<file path="src/rtl/crc_checker_par_if.sv">
// Codeword-in / result-out handshake bundle for crc_checker_par.
// The master side offers codewords and consumes results; the slave side is the checker.
interface crc_checker_par_if #(
  parameter int DATAWIDTH = 48,
  parameter int CRCWIDTH  = 8
);
  // Codeword handshake
  logic                 in_valid;
  logic                 in_ready;
  logic [DATAWIDTH-1:0] datain;
  logic [CRCWIDTH-1:0]  genpoly;
  logic [CRCWIDTH-1:0]  init;

  // Result handshake
  logic                 out_valid;
  logic                 out_ready;
  logic [CRCWIDTH-1:0]  remainder;
  logic                 crc_error;

  modport master (
    output in_valid, datain, genpoly, init, out_ready,
    input  in_ready, out_valid, remainder, crc_error
  );

  modport slave (
    input  in_valid, datain, genpoly, init, out_ready,
    output in_ready, out_valid, remainder, crc_error
  );
endinterface

</file>
<file path="src/rtl/crc_checker_par.sv">
// crc_checker_par: divides one DATAWIDTH-bit codeword (message then CRC, MSB first)
// by a generator programmed at accept time, BPC bits per cycle, and returns the
// remainder, an error flag and a saturating count of erroring frames.
module crc_checker_par #(
  parameter int DATAWIDTH = 48,
  parameter int CRCWIDTH  = 8,
  parameter int BPC       = 1,
  parameter int CNTWIDTH  = 16
) (
  input  logic                clk,
  input  logic                resetn,
  crc_checker_par_if.slave    bus,
  input  logic                abort,
  input  logic                clr_count,
  output logic [CNTWIDTH-1:0] err_count
);

  // Message bits still to be shifted through the divider after the top
  // CRCWIDTH codeword bits have been preloaded into crc_reg.
  localparam int MSGWIDTH = DATAWIDTH - CRCWIDTH;
  localparam int NSTEPS   = (BPC > 0) ? MSGWIDTH / BPC : 1;
  localparam int STEPW    = (NSTEPS > 1) ? $clog2(NSTEPS) : 1;
  localparam logic [STEPW-1:0] LAST_STEP = STEPW'(NSTEPS - 1);

  // Illegal configurations stop elaboration instead of building a broken divider.
  generate
    if (CRCWIDTH < 2 || CRCWIDTH > 32) begin : g_bad_crcwidth
      $error("crc_checker_par: CRCWIDTH must lie in 2..32");
    end
    if (CRCWIDTH >= DATAWIDTH) begin : g_bad_datawidth
      $error("crc_checker_par: CRCWIDTH must be less than DATAWIDTH");
    end
    if (BPC < 1 || (MSGWIDTH % BPC) != 0) begin : g_bad_bpc
      $error("crc_checker_par: BPC must divide DATAWIDTH-CRCWIDTH");
    end
  endgenerate

  typedef enum logic [1:0] {
    S_IDLE,
    S_CALC,
    S_DONE
  } state_t;

  state_t               state;
  state_t               state_next;
  logic                 in_ready_c;
  logic                 out_valid_c;

  logic [CRCWIDTH-1:0]  crc_reg;
  logic [CRCWIDTH-1:0]  crc_next;
  logic [CRCWIDTH-1:0]  poly_reg;
  logic [MSGWIDTH-1:0]  data_sr;
  logic [STEPW-1:0]     step_cnt;
  logic [CRCWIDTH-1:0]  remainder_q;
  logic                 crc_error_q;

  logic                 accept;
  logic                 finish;

  // A codeword is taken only in IDLE; abort there is deliberately ignored.
  assign accept = (state == S_IDLE) && bus.in_valid;

  // The frame completes on the edge that performs the last group of steps,
  // unless it is being aborted in that very cycle.
  assign finish = (state == S_CALC) && !abort && (step_cnt == LAST_STEP);

  assign bus.in_ready  = in_ready_c;
  assign bus.out_valid = out_valid_c;
  assign bus.remainder = remainder_q;
  assign bus.crc_error = crc_error_q;

  // State register; a synchronous reset drops any frame in flight without a result.
  always_ff @(posedge clk) begin
    // NOTE: registers take non-blocking assignments so every flop samples
    // pre-edge values regardless of the order the always blocks are evaluated.
    if (!resetn) begin
      state <= S_IDLE;
    end else begin
      state <= state_next;
    end
  end

  // Next-state and handshake outputs, decoded from the current state.
  always_comb begin
    // NOTE: every output gets a default before the case, so no path through
    // the block leaves a signal unassigned and no latch is inferred.
    state_next  = state;
    in_ready_c  = 1'b0;
    out_valid_c = 1'b0;
    unique case (state)
      S_IDLE: begin
        in_ready_c = 1'b1;
        if (bus.in_valid) begin
          state_next = S_CALC;
        end
      end
      S_CALC: begin
        if (abort) begin
          state_next = S_IDLE;
        end else if (step_cnt == LAST_STEP) begin
          state_next = S_DONE;
        end
      end
      S_DONE: begin
        out_valid_c = 1'b1;
        // abort in DONE simply releases the result like out_ready would.
        if (bus.out_ready || abort) begin
          state_next = S_IDLE;
        end
      end
      default: begin
        state_next = S_IDLE;
      end
    endcase
  end

  // BPC long-division steps unrolled into one cycle, MSB of data_sr first.
  always_comb begin
    crc_next = crc_reg;
    for (int i = 0; i < BPC; i++) begin
      crc_next = {crc_next[CRCWIDTH-2:0], data_sr[MSGWIDTH-1-i]}
               ^ ({CRCWIDTH{crc_next[CRCWIDTH-1]}} & poly_reg);
    end
  end

  // Divider datapath: load on accept, then shift BPC bits per CALC cycle.
  always_ff @(posedge clk) begin
    // NOTE: the shift and polynomial registers are reset as well, so a reset
    // mid-frame leaves nothing of the discarded codeword behind.
    if (!resetn) begin
      crc_reg  <= '0;
      poly_reg <= '0;
      data_sr  <= '0;
      step_cnt <= '0;
    end else if (accept) begin
      crc_reg  <= bus.datain[DATAWIDTH-1 -: CRCWIDTH] ^ bus.init;
      data_sr  <= bus.datain[MSGWIDTH-1:0];
      poly_reg <= bus.genpoly;
      step_cnt <= '0;
    end else if (state == S_CALC) begin
      crc_reg  <= crc_next;
      data_sr  <= data_sr << BPC;
      step_cnt <= step_cnt + 1'b1;
    end
  end

  // Result registers: captured once per completed frame and held until the next.
  always_ff @(posedge clk) begin
    if (!resetn) begin
      remainder_q <= '0;
      crc_error_q <= 1'b0;
    end else if (finish) begin
      remainder_q <= crc_next;
      crc_error_q <= |crc_next;
    end
  end

  // Saturating count of erroring frames; a clear wins over a coincident increment.
  always_ff @(posedge clk) begin
    if (!resetn) begin
      err_count <= '0;
    end else if (clr_count) begin
      err_count <= '0;
    end else if (finish && (|crc_next) && (err_count != '1)) begin
      err_count <= err_count + 1'b1;
    end
  end

endmodule

</file>
<file path="src/flat_wrapper.sv">
// flat-port wrapper written by rule: the top's interface ports become plain ports
module crc_checker_par_flat 
#(
  parameter int DATAWIDTH = 48,
  parameter int CRCWIDTH  = 8,
  parameter int BPC       = 1,
  parameter int CNTWIDTH  = 16
)
  (clk, resetn, abort, clr_count, err_count, bus_in_valid, bus_datain, bus_genpoly, bus_init, bus_out_ready, bus_in_ready, bus_out_valid, bus_remainder, bus_crc_error);
  crc_checker_par_if #(.DATAWIDTH(DATAWIDTH), .CRCWIDTH(CRCWIDTH)) bus_i ();
  input  logic clk;
  input  logic resetn;
  input  logic abort;
  input  logic clr_count;
  output logic [CNTWIDTH-1:0] err_count;
  input wire logic [$bits(bus_i.in_valid)-1:0] bus_in_valid;
  input wire logic [$bits(bus_i.datain)-1:0] bus_datain;
  input wire logic [$bits(bus_i.genpoly)-1:0] bus_genpoly;
  input wire logic [$bits(bus_i.init)-1:0] bus_init;
  input wire logic [$bits(bus_i.out_ready)-1:0] bus_out_ready;
  output wire logic [$bits(bus_i.in_ready)-1:0] bus_in_ready;
  output wire logic [$bits(bus_i.out_valid)-1:0] bus_out_valid;
  output wire logic [$bits(bus_i.remainder)-1:0] bus_remainder;
  output wire logic [$bits(bus_i.crc_error)-1:0] bus_crc_error;
  assign bus_i.in_valid = bus_in_valid;
  assign bus_i.datain = bus_datain;
  assign bus_i.genpoly = bus_genpoly;
  assign bus_i.init = bus_init;
  assign bus_i.out_ready = bus_out_ready;
  assign bus_in_ready = bus_i.in_ready;
  assign bus_out_valid = bus_i.out_valid;
  assign bus_remainder = bus_i.remainder;
  assign bus_crc_error = bus_i.crc_error;
  crc_checker_par #(.DATAWIDTH(DATAWIDTH), .CRCWIDTH(CRCWIDTH), .BPC(BPC), .CNTWIDTH(CNTWIDTH)) u_core (.clk(clk), .resetn(resetn), .bus(bus_i), .abort(abort), .clr_count(clr_count), .err_count(err_count));
endmodule
</file>
<file path="config.mk">
export PLATFORM = sky130hd
export DESIGN_NAME = crc_checker_par_flat
export DESIGN_NICKNAME = d
export VERILOG_FILES = /design/src/rtl/crc_checker_par_if.sv /design/src/rtl/crc_checker_par.sv /design/src/flat_wrapper.sv
export SDC_FILE = /design/constraint.sdc
export NUM_CORES = 1
export LEC_CHECK = 0
export CAP_MARGIN = 20
export CELL_PAD_IN_SITES_DETAIL_PLACEMENT = 1
export CELL_PAD_IN_SITES_GLOBAL_PLACEMENT = 2
export CORE_ASPECT_RATIO = 1.1
export CORE_UTILIZATION = 29
export CTS_CLUSTER_SIZE = 12
export DETAILED_ROUTE_END_ITERATION = 6
export HOLD_SLACK_MARGIN = 0.15
export PLACE_DENSITY_LB_ADDON = 0.1
export SLEW_MARGIN = 0
export SYNTH_ARGS = -nofsm -noshare
export SYNTH_HDL_FRONTEND = slang
export SYNTH_SLANG_ARGS = --single-unit
export TNS_END_PERCENT = 1
</file>
<file path="constraint.sdc">
create_clock -name clk -period 2.09 [get_ports clk]
set_input_delay 0.5225 -clock clk [delete_from_list [all_inputs] [get_ports clk]]
set_output_delay 0.5225 -clock clk [all_outputs]
set_load 0.01 [all_outputs]
</file>
Word-level counts from Yosys, hierarchy flattened --
Index checks and enable logic that the tools add are counted.
Word-level totals: logic and storage cells 45, input bits 70, output and inout bits 27, register bits 89
Operators by class: bitwise operators 4, $add $sub $neg 2, reduce and logical (&&, ||, !) cells 13, mux-type cells 11, equal/unequal tests 7
Operator list (number):
- two-way mux 40 bit | 2
- adder 16 x 1 -> 16 bit (second input constant) | 1
- two-way mux 8 bit | 2
- != test 16 bit (second input constant) | 1
- bitwise XOR 8 bit | 2
- bitwise AND 8 bit | 1
- two-way mux 2 bit | 4
- OR reduction 8 bit | 1
- adder 6 x 1 -> 6 bit (second input constant) | 1
- equality test 6 bit (second input constant) | 1
- case mux 2 bit (3 select lines) | 1
- logical AND 1 bit | 5
- OR reduction 2 bit | 2
- != test 3 x 2 -> 1 bit (second input constant) | 1
- AND reduction 3 bit | 1
- equality test 2 x 1 -> 1 bit (second input constant) | 1
- equality test 2 bit (second input constant) | 1
- zero test 2 bit | 1
- two-way mux 1 bit | 2
- != test 2 x 1 -> 1 bit (second input constant) | 1
- != test 2 bit (second input constant) | 1
- nonzero test 2 bit | 1
- zero test 1 bit | 1
- logical OR 1 bit | 1
- NOT 1 bit | 1

Logic depth before layout (Yosys ltp) --
Gate-level depths: netlist (run 1).
depth in word-level cells 5, gate-level depth with buffers 9, gate-level depth less buffers 7

Worst setup path before layout (run 1) --
Ideal clock, no wire load.
kind register to register, start reg u_core.step_cnt[0], end reg u_core.err_count[12], buffers on the path 0, clock period less this slack 1.805 ns, path slack 0.285 ns, data required time 1.974 ns, arrival 1.690 ns, cell stages (with the launch flop) 7, setup time 0.116 ns, cell sequence dfxtp_1 -> ha_1 -> nand4_1 -> or3_1 -> nor4_1 -> a21oi_1 -> a31o_1
On the way: longest elaborated chain between the ends 4
RTL lines:
- start, declared | line crc_checker_par.sv:53 | logic [STEPW-1:0] step_cnt;
- start signal, assigned | line crc_checker_par.sv:143 | step_cnt <= step_cnt + 1'b1;
- equality test 6 bit | line crc_checker_par.sv:65 | assign finish = (state == S_CALC) && !abort && (step_cnt == LAST_STEP);
- logical AND 1 bit | line crc_checker_par.sv:65
- logical AND 1 bit (2 in a row) | line crc_checker_par.sv:164 | end else if (finish && (|crc_next) && (err_count != '1)) begin
- end signal, assigned | line crc_checker_par.sv:165 | err_count <= err_count + 1'b1;
- end, declared | line crc_checker_par.sv:15 | output logic [CNTWIDTH-1:0] err_count
No other way between the ends. A chain may end at the register's enable or synchronous reset.

Worst setup path after layout (run 1) --
start reg u_core.state[1], end out bus_in_ready
On the way: longest elaborated chain between the ends 2
RTL lines:
- start, declared | line crc_checker_par.sv:44 | state_t state;
- start signal, assigned | line crc_checker_par.sv:79 | state <= state_next;
- zero test 2 bit | line crc_checker_par.sv:90 | unique case (state)
- two-way mux 1 bit | line crc_checker_par.sv:90
- end, declared | line flat_wrapper.sv:21 | output wire logic [$bits(bus_i.in_ready)-1:0] bus_in_ready;
No other way between the ends.

==> flow_metrics.env, run 1 <==
export IMPL_cp_arrival_ps=1470
export IMPL_critical_path_startpoint_type="flop"
export IMPL_initial_utilization_pct=29.68
export IMPL_antenna_diode_count=0
export IMPL_setup_worst_path_end_class="output pin"
export IMPL_report_final_hold_viol_count=0
export IMPL_worst_path_max_delay_cell="sky130_fd_sc_hd__clkdlybuf4s50_1"
export IMPL_post_synth_top_area_fraction_pct=41.55
export IMPL_skew_ps=9.793
export IMPL_grt_start_max_net_pins=48
export IMPL_fp_dieArea_um2=15280
export IMPL_first_global_vias=4103
export IMPL_dp_worst_setup_slack_ps=-150.7
export IMPL_floorplan_io_pins=97
export IMPL_asyncSetResetFlopFracSynth_pct=0
export IMPL_largest_register="u_core.data_sr"
export IMPL_cts_tree="built"
export IMPL_design_core_area_um2=14450
export IMPL_design_area_um2=5886
export IMPL_fin_nets=682
export IMPL_power_density_nw_per_um2=674.7
export IMPL_min_delay_worst_endpoint="u_core.data_sr[38]"
export IMPL_ff_to_ff_setup_slack_ps=140
export IMPL_die_width_um=117.9
export IMPL_p_leak_uw=0.002254
export IMPL_final_min_clock_period_ps=1996
export IMPL_worst_r2r_path_depth=7
export IMPL_rsz0062_at_grt="no"
export IMPL_cts_buffer_depth=2
export IMPL_synth_top_cells_by_area="sky130_fd_sc_hd__dfxtp_1, sky130_fd_sc_hd__nand2_1, sky130_fd_sc_hd__a21boi_0"
export IMPL_worst_hold_path_type="flop to flop"
export IMPL_cts_hold_buf=0
export IMPL_ctsHtreeMaxLevel=3
export IMPL_yosys_most_used_dff="sky130_fd_sc_hd__dfxtp_1"
export IMPL_slew_worst_pin_ps=409.7
export IMPL_synth_seq_cells=89
export IMPL_clk_latency_ps=350
export IMPL_minimum_setup_slack_in_the_final_design_ps=94.06
export IMPL_floorplan_die_height_um=129.5
export IMPL_cp_top_family="buffers and inverters"
export IMPL_mappedNetlistArea_um2=4288
export IMPL_maxSlewHeadroom_pct=72.50
export IMPL_synth_sequential_area_ratio_pct=41.55
export IMPL_synthesis_to_layout_area_growth_pct=37.26
export IMPL_critPathRequiredTime_ps=1570
export IMPL_dp_hpwl_um=8767
export IMPL_cp_cell_sequence="nor2_1 > clkdlybuf4s50_1"
export IMPL_worst_r2r_startpoint="u_core.step_cnt[0]"
export IMPL_worst_path_buf_inv=1
export IMPL_cts_post_setup_buffers_inserted=0
export IMPL_num_rows=46
export IMPL_drtAntennaViolNets=0
export IMPL_drt_drc_violations_left=0
export IMPL_max_clock_freq_ghz=0.5010
export IMPL_grt_first_pass_wirelength_um=20470
export IMPL_clockRootBuffer="sky130_fd_sc_hd__clkbuf_16"
export IMPL_cp_max_fo=3
export IMPL_timing_max_cap_violations=0
export IMPL_max_vdd_ir_drop_mv=0.3742
export IMPL_reg_largest_list="u_core.data_sr (40), u_core.err_count (16)"
export IMPL_first_pass_iters=4
export IMPL_wl_per_cell_um=15.27
export IMPL_cts_sinks=89
export IMPL_viasPerCell=5.072
export IMPL_clk_pin_slew_ps=60
export IMPL_min_from="u_core.data_sr[38]"
export IMPL_worst_r2r_endpoint="u_core.err_count[4]"
export IMPL_hold_path_depth=2
export IMPL_antenna_found_initial=0
export IMPL_portBuffers=96
export IMPL_synth_edff_count=0
export IMPL_syn_inst=510
export IMPL_slew_viol_final=0
export IMPL_cell_accounting_for_the_most_synthesized_area="sky130_fd_sc_hd__dfxtp_1"
export IMPL_globalRoute_totalOverflow=0
export IMPL_largest_register_ffs=40
export IMPL_maximum_cell_stage_delay_along_the_critical_path_ps=590
export IMPL_setup_tns_ps=0
export IMPL_report_final_setup_viol=0
export IMPL_via_count=4088
export IMPL_wl_um=12310
export IMPL_total_power_uw=3971
export IMPL_final_layout_size_suffix_gt1_share_pct=8.795
export IMPL_outcome="completed"
export IMPL_routabilityCongestion=0.7632
export IMPL_synth_net_count=582
export IMPL_detailedRoute_firstIterationViolations=132
export IMPL_numCtsBuffers=9
export IMPL_yosysWarnings=0
export IMPL_finalCritPeriodShare_pct=95.50
export IMPL_groute_usage_overall_pct=16.91
export IMPL_postPlaceCellArea_um2=5592
export IMPL_yosysUniqueCellTypes=43
export IMPL_syn_avg_cell_area_um2=8.408
export IMPL_worstSetupPathType="flop to output pin"
==> per-layer routing <==
metal | routed length [um] | track usage (%) | vias up
met5 | 0 | 0 | -
met4 | 193 | 6.787 | 0
met3 | 400 | 3.037 | 11
met2 | 6064 | 30.00 | 66
met1 | 5651 | 20.29 | 1969
li1 | - | - | 2042
==> worst register-to-register path, stage by stage, from the launching register on <==
cell and delay, ps:
sky130_fd_sc_hd__dfxtp_1 380, sky130_fd_sc_hd__ha_2 210, sky130_fd_sc_hd__nand4_1 190, sky130_fd_sc_hd__or3_4 400, sky130_fd_sc_hd__buf_4 160, sky130_fd_sc_hd__a21oi_4 160
sky130_fd_sc_hd__a31oi_1 120, sky130_fd_sc_hd__a41o_1 220
==> logic make-up after synthesis <==
| kind of cell | count (synthesis) | share of synthesized area [%] |
|---|---|---|
| buffers and inverters | 39 | 3.968 |
| adders and majority gates | 2 | 0.5835 |
| DFF | 89 | 41.55 |
| xor gates and xnor gates | 23 | 4.698 |
| and+or+nand+nor | 205 | 22.21 |
| AOI/OAI and AO/OA | 152 | 26.99 |
==> cell usage after synthesis (5+ instances only) <==
master	number
sky130_fd_sc_hd__nand2_1	110
sky130_fd_sc_hd__dfxtp_1	89
sky130_fd_sc_hd__a21boi_0	47
sky130_fd_sc_hd__a22oi_1	39
sky130_fd_sc_hd__nor2_1	27
sky130_fd_sc_hd__clkbuf_1	24
sky130_fd_sc_hd__nand3_1	14
sky130_fd_sc_hd__xor2_1	14
sky130_fd_sc_hd__and3_1	13
sky130_fd_sc_hd__nand4_1	12
sky130_fd_sc_hd__a21oi_1	10
sky130_fd_sc_hd__o211ai_1	10
sky130_fd_sc_hd__o211a_1	9
sky130_fd_sc_hd__xnor2_1	9
sky130_fd_sc_hd__nand2b_1	8
sky130_fd_sc_hd__o21ai_0	8
sky130_fd_sc_hd__buf_2	7
sky130_fd_sc_hd__o41ai_1	5
==> worst max path at each step <==
stage / start / to / slack [ps] / cells after the start
after floorplan: u_core.step_cnt[0] / u_core.err_count[12] / 280 / 6
after global placement: abort / u_core.err_count[12] / -80 / 5
after detailed placement: abort / u_core.err_count[4] / -150 / 6
after CTS: u_core.state[1] / bus_in_ready / 60 / 2
after global routing: u_core.state[0] / bus_in_ready / 6 / 2
final: u_core.state[1] / bus_in_ready / 90 / 2
==> cells in the final DEF, fill, tap and decap left out, types with 3 or more instances in the layout <==
cell type and count:
sky130_fd_sc_hd__o211a_1 9, sky130_fd_sc_hd__or4_1 3, sky130_fd_sc_hd__o211ai_1 10, sky130_fd_sc_hd__o21ai_0 7, sky130_fd_sc_hd__dfxtp_1 89, sky130_fd_sc_hd__nand3_1 14, sky130_fd_sc_hd__clkdlybuf4s50_1 94, sky130_fd_sc_hd__xnor2_1 9
sky130_fd_sc_hd__o41ai_1 5, sky130_fd_sc_hd__a31oi_1 4, sky130_fd_sc_hd__nand2b_1 8, sky130_fd_sc_hd__o311ai_0 4, sky130_fd_sc_hd__nand2_1 110, sky130_fd_sc_hd__buf_12 3, sky130_fd_sc_hd__a22oi_1 39, sky130_fd_sc_hd__xor2_1 14
sky130_fd_sc_hd__a21boi_0 47, sky130_fd_sc_hd__nor4bb_1 3, sky130_fd_sc_hd__clkbuf_16 9, sky130_fd_sc_hd__inv_1 3, sky130_fd_sc_hd__buf_4 26, sky130_fd_sc_hd__a21oi_1 10, sky130_fd_sc_hd__and4_1 3, sky130_fd_sc_hd__nor2_1 26
sky130_fd_sc_hd__nand4_1 12, sky130_fd_sc_hd__and3_1 13, sky130_fd_sc_hd__a41o_1 4
==> repair_timing <==
| item | in CTS | in global routing |
|---|---|---|
| hold endpoints to repair | 0 | 0 |
| gates resized for setup | 1 | 5 |
| setup endpoints to repair | 1 | 4 |
| pin swaps | 0 | 1 |
| gates cloned | 0 | 0 |
==> report_power, final <==
| group | total [uW] | internal [uW] | switching [uW] | leakage, uW |
|---|---|---|---|---|
| registers | 1840 | 1780 | 65.2 | 0.000727 |
| clock network | 1540 | 866 | 671 | 0.000136 |
| logic | 592 | 301 | 290 | 0.00139 |
==> layout make-up <==
| class | instances | area [um^2] |
|---|---|---|
| Clock buffer | 13 | 260.3 |
| Clock inverter | 2 | 13.76 |
| Fill cell | 1685 | 8561 |
| Inverter | 3 | 11.26 |
| Multi-Input combinational cell | 382 | 2369 |
| Sequential cell | 89 | 1782 |
| Tap cell | 192 | 240.2 |
| Timing Repair Buffer | 125 | 1210 |
==> metrics by stage <==
step	instances	hold slack (ps)	util (%)
floorplan	510	435.5	-
global placement	791	443.1	38.71
detailed placement	791	450.4	38.71
CTS	806	459.5	40.59
global route	806	478.6	40.74
finish	806	456.3	40.74
No activity file was read; power rests on OpenSTA's default activity.
==> run 2, diff against run 1 <==
PLACE_DENSITY = 0.79   (was unset)
PLACE_DENSITY_LB_ADDON = unset   (was 0.1)
SETUP_SLACK_MARGIN = 0.05   (was unset)
SLEW_MARGIN = unset   (was 0)
==> run 2 against run 1 <==
  * Highest routed layer unchanged
  * Largest cell class unchanged
  * Clock skew decreased by 3.5 ps
  * Non-clock buffer count decreased by 2
  * Routed wire length decreased by 2.0%
  * Register-to-register slack improved by 40 ps
  * Cell count decreased by 0.25%
  * Die area unchanged
  * Worst hold slack improved by 7.3 ps
==> flow_metrics.env, run 2 (synthesis results as in run 1) <==
export IMPL_floorplan_die_height_um=129.5
export IMPL_final_layout_size_suffix_gt1_share_pct=9.477
export IMPL_num_rows=46
export IMPL_slew_viol_final=0
export IMPL_synthesis_to_layout_area_growth_pct=37.06
export IMPL_cp_max_fo=21
export IMPL_worst_setup_path_startpoint="u_core.crc_reg[7]"
export IMPL_wl_um=12060
export IMPL_reg_largest_list="u_core.data_sr (40), u_core.err_count (16)"
export IMPL_cts_buffer_depth=2
export IMPL_via_count=4038
export IMPL_worstSetupPathType="flop to flop"
export IMPL_internal_power_uw=3044
export IMPL_clockRootBuffer="sky130_fd_sc_hd__clkbuf_16"
export IMPL_floorplan_io_pins=97
export IMPL_finalNonFillerCells=804
export IMPL_report_final_setup_viol=0
export IMPL_p_leak_uw=0.002259
export IMPL_grt_start_max_net_pins=39
export IMPL_dp_worst_setup_slack_ps=-178.4
export IMPL_cp_top_family="simple AND/OR/NAND/NOR gates"
export IMPL_cp_arrival_ps=2190
export IMPL_switching_share_pct=24.99
export IMPL_initial_utilization_pct=29.68
export IMPL_cts_hold_buf=0
export IMPL_report_final_hold_viol_count=0
export IMPL_worst_path_max_delay_cell="sky130_fd_sc_hd__or4_1"
export IMPL_outcome="completed"
export IMPL_final_min_clock_period_ps=1914
export IMPL_power_density_nw_per_um2=690.5
export IMPL_drtAntennaViolNets=0
export IMPL_detailedRoute_firstIterationViolations=163
export IMPL_first_global_vias=4108
export IMPL_sequential_share_of_power_pct=45.7
export IMPL_antenna_diode_count=0
export IMPL_post_route_util_pct=40.68
export IMPL_routabilityCongestion=0.7827
export IMPL_max_clock_freq_ghz=0.5224
export IMPL_finalCritPeriodShare_pct=91.59
export IMPL_viasPerCell=5.022
export IMPL_portBuffers=96
export IMPL_groute_usage_overall_pct=16.22
export IMPL_power_share_clock_pct=40.6
export IMPL_layout_cells_most_common="sky130_fd_sc_hd__nand2_1"
export IMPL_worst_hold_path_type="flop to flop"
export IMPL_globalRoute_totalOverflow=0
export IMPL_grt_first_pass_wirelength_um=19870
export IMPL_numCtsBuffers=9
export IMPL_largest_register="u_core.data_sr"
export IMPL_min_from="u_core.data_sr[15]"
export IMPL_timing_max_cap_violations=0
export IMPL_clk_pin_slew_ps=60
export IMPL_setup_worst_path_end_class="flop"
export IMPL_largest_register_ffs=40
export IMPL_critPathRequiredTime_ps=2360
export IMPL_drt_drc_violations_left=0
export IMPL_cts_post_setup_buffers_inserted=0
export IMPL_die_width_um=117.9
export IMPL_clk_latency_ps=350
export IMPL_maximum_cell_stage_delay_along_the_critical_path_ps=520
export IMPL_net_switching_power_uw=1014
export IMPL_first_pass_iters=4
export IMPL_antenna_found_initial=0
export IMPL_max_vdd_ir_drop_mv=0.2855
export IMPL_minimum_setup_slack_in_the_final_design_ps=175.9
export IMPL_rsz0062_at_grt="no"
export IMPL_cts_sinks=89
export IMPL_place_detailed_instances=789
export IMPL_wl_per_cell_um=15.00
export IMPL_fp_dieArea_um2=15280
export IMPL_cts_tree="built"
export IMPL_worst_r2r_startpoint="u_core.crc_reg[7]"
export IMPL_worst_path_buf_inv=1
export IMPL_design_core_area_um2=14450
export IMPL_comb_power_share_pct=13.6
export IMPL_ctsHtreeMaxLevel=3
export IMPL_critical_path_startpoint_type="flop"
export IMPL_cp_cell_sequence="buf_4 > nand3_1 > a2bb2oi_1 > a32oi_2 > and2_4 > or4_1 > a21oi_1"
export IMPL_dp_hpwl_um=8627
export IMPL_maxSlewHeadroom_pct=63.96
export IMPL_fin_nets=680
export IMPL_slew_worst_pin_ps=535.0
export IMPL_skew_ps=6.307
export IMPL_most_common_layout_cells="sky130_fd_sc_hd__nand2_1, sky130_fd_sc_hd__clkdlybuf4s50_1, sky130_fd_sc_hd__dfxtp_1"
run 2: changes by cell type in the layout (fill, tap and decap cells not counted), sizes merged:
cell and delta:
clkdlybuf4s50 -1, clkbuf -1, bufinv +1, dlymetal6s2s +1, buf -2
run 2: path summary, 6_finish.rpt:
check / slack, ps / cells past startpoint / end
worst max-delay path: 180 / 7 / u_core.err_count[13]
worst min-delay path: 460 / 2 / u_core.data_sr[15]
worst max register to register: 180 / 7 / u_core.err_count[13]
worst min register to register: 460 / 2 / u_core.data_sr[15]
run 2: final cells by class:
class / count / area [um^2]
Fill cell: 1698 / 8569
Clock inverter: 3 / 40.04
Multi-Input combinational cell: 382 / 2364
Clock buffer: 12 / 256.5
Sequential cell: 89 / 1789
Inverter: 3 / 11.26
Timing Repair Buffer: 123 / 1176
Tap cell: 192 / 240.2
run 2: worst register-to-register path: cells and delay by family, from the launching register on:
kind                   cells  cell delay, ps
AND/OR/NAND/NOR            3             820
AO/OA/AOI/OAI              3             450
flip-flops                 1             400
buffers and inverters      1             170
run 2: per-layer routing:
layer / wire length, um / vias to the layer above / global-route usage, %
met5: 0 / - / 0
met1: 5521 / 1923 / 19.42
met3: 652 / 12 / 5.018
met4: 140 / 0 / 5.430
li1: - / 2036 / -
met2: 5748 / 67 / 27.65
run 2: power by group through the flow:
stage / sequential (uW) / combinational [uW] / clock, uW
2_1_floorplan: 1860 / 335 / 0
3_3_place_gp: 1880 / 553 / 0
3_5_place_dp: 1890 / 564 / 0
4_1_cts: 1850 / 566 / 1700
5_1_grt: 1870 / 618 / 1770
6_report: 1860 / 554 / 1650
run 2: metrics by stage:
step | total power [uW] | cell area [um^2] | hold WS [ps] | setup TNS, ps
5_1_grt | 4258 | 5877 | 481.5 | 0
3_5_place_dp | 2456 | 5552 | 460.2 | -589.8
3_3_place_gp | 2437 | 5552 | 444.3 | -249.5
2_1_floorplan | 2195 | 4288 | 435.5 | 0
6_report | 4058 | 5877 | 463.5 | 0
4_1_cts | 4121 | 5852 | 469.5 | 0
run 2: what timing repair did:
action / in CTS / in global routing
resized for setup: 4 / 8
cloned: 0 / 0
endpoints found under the setup margin: 5 / 6
pin swaps: 0 / 1
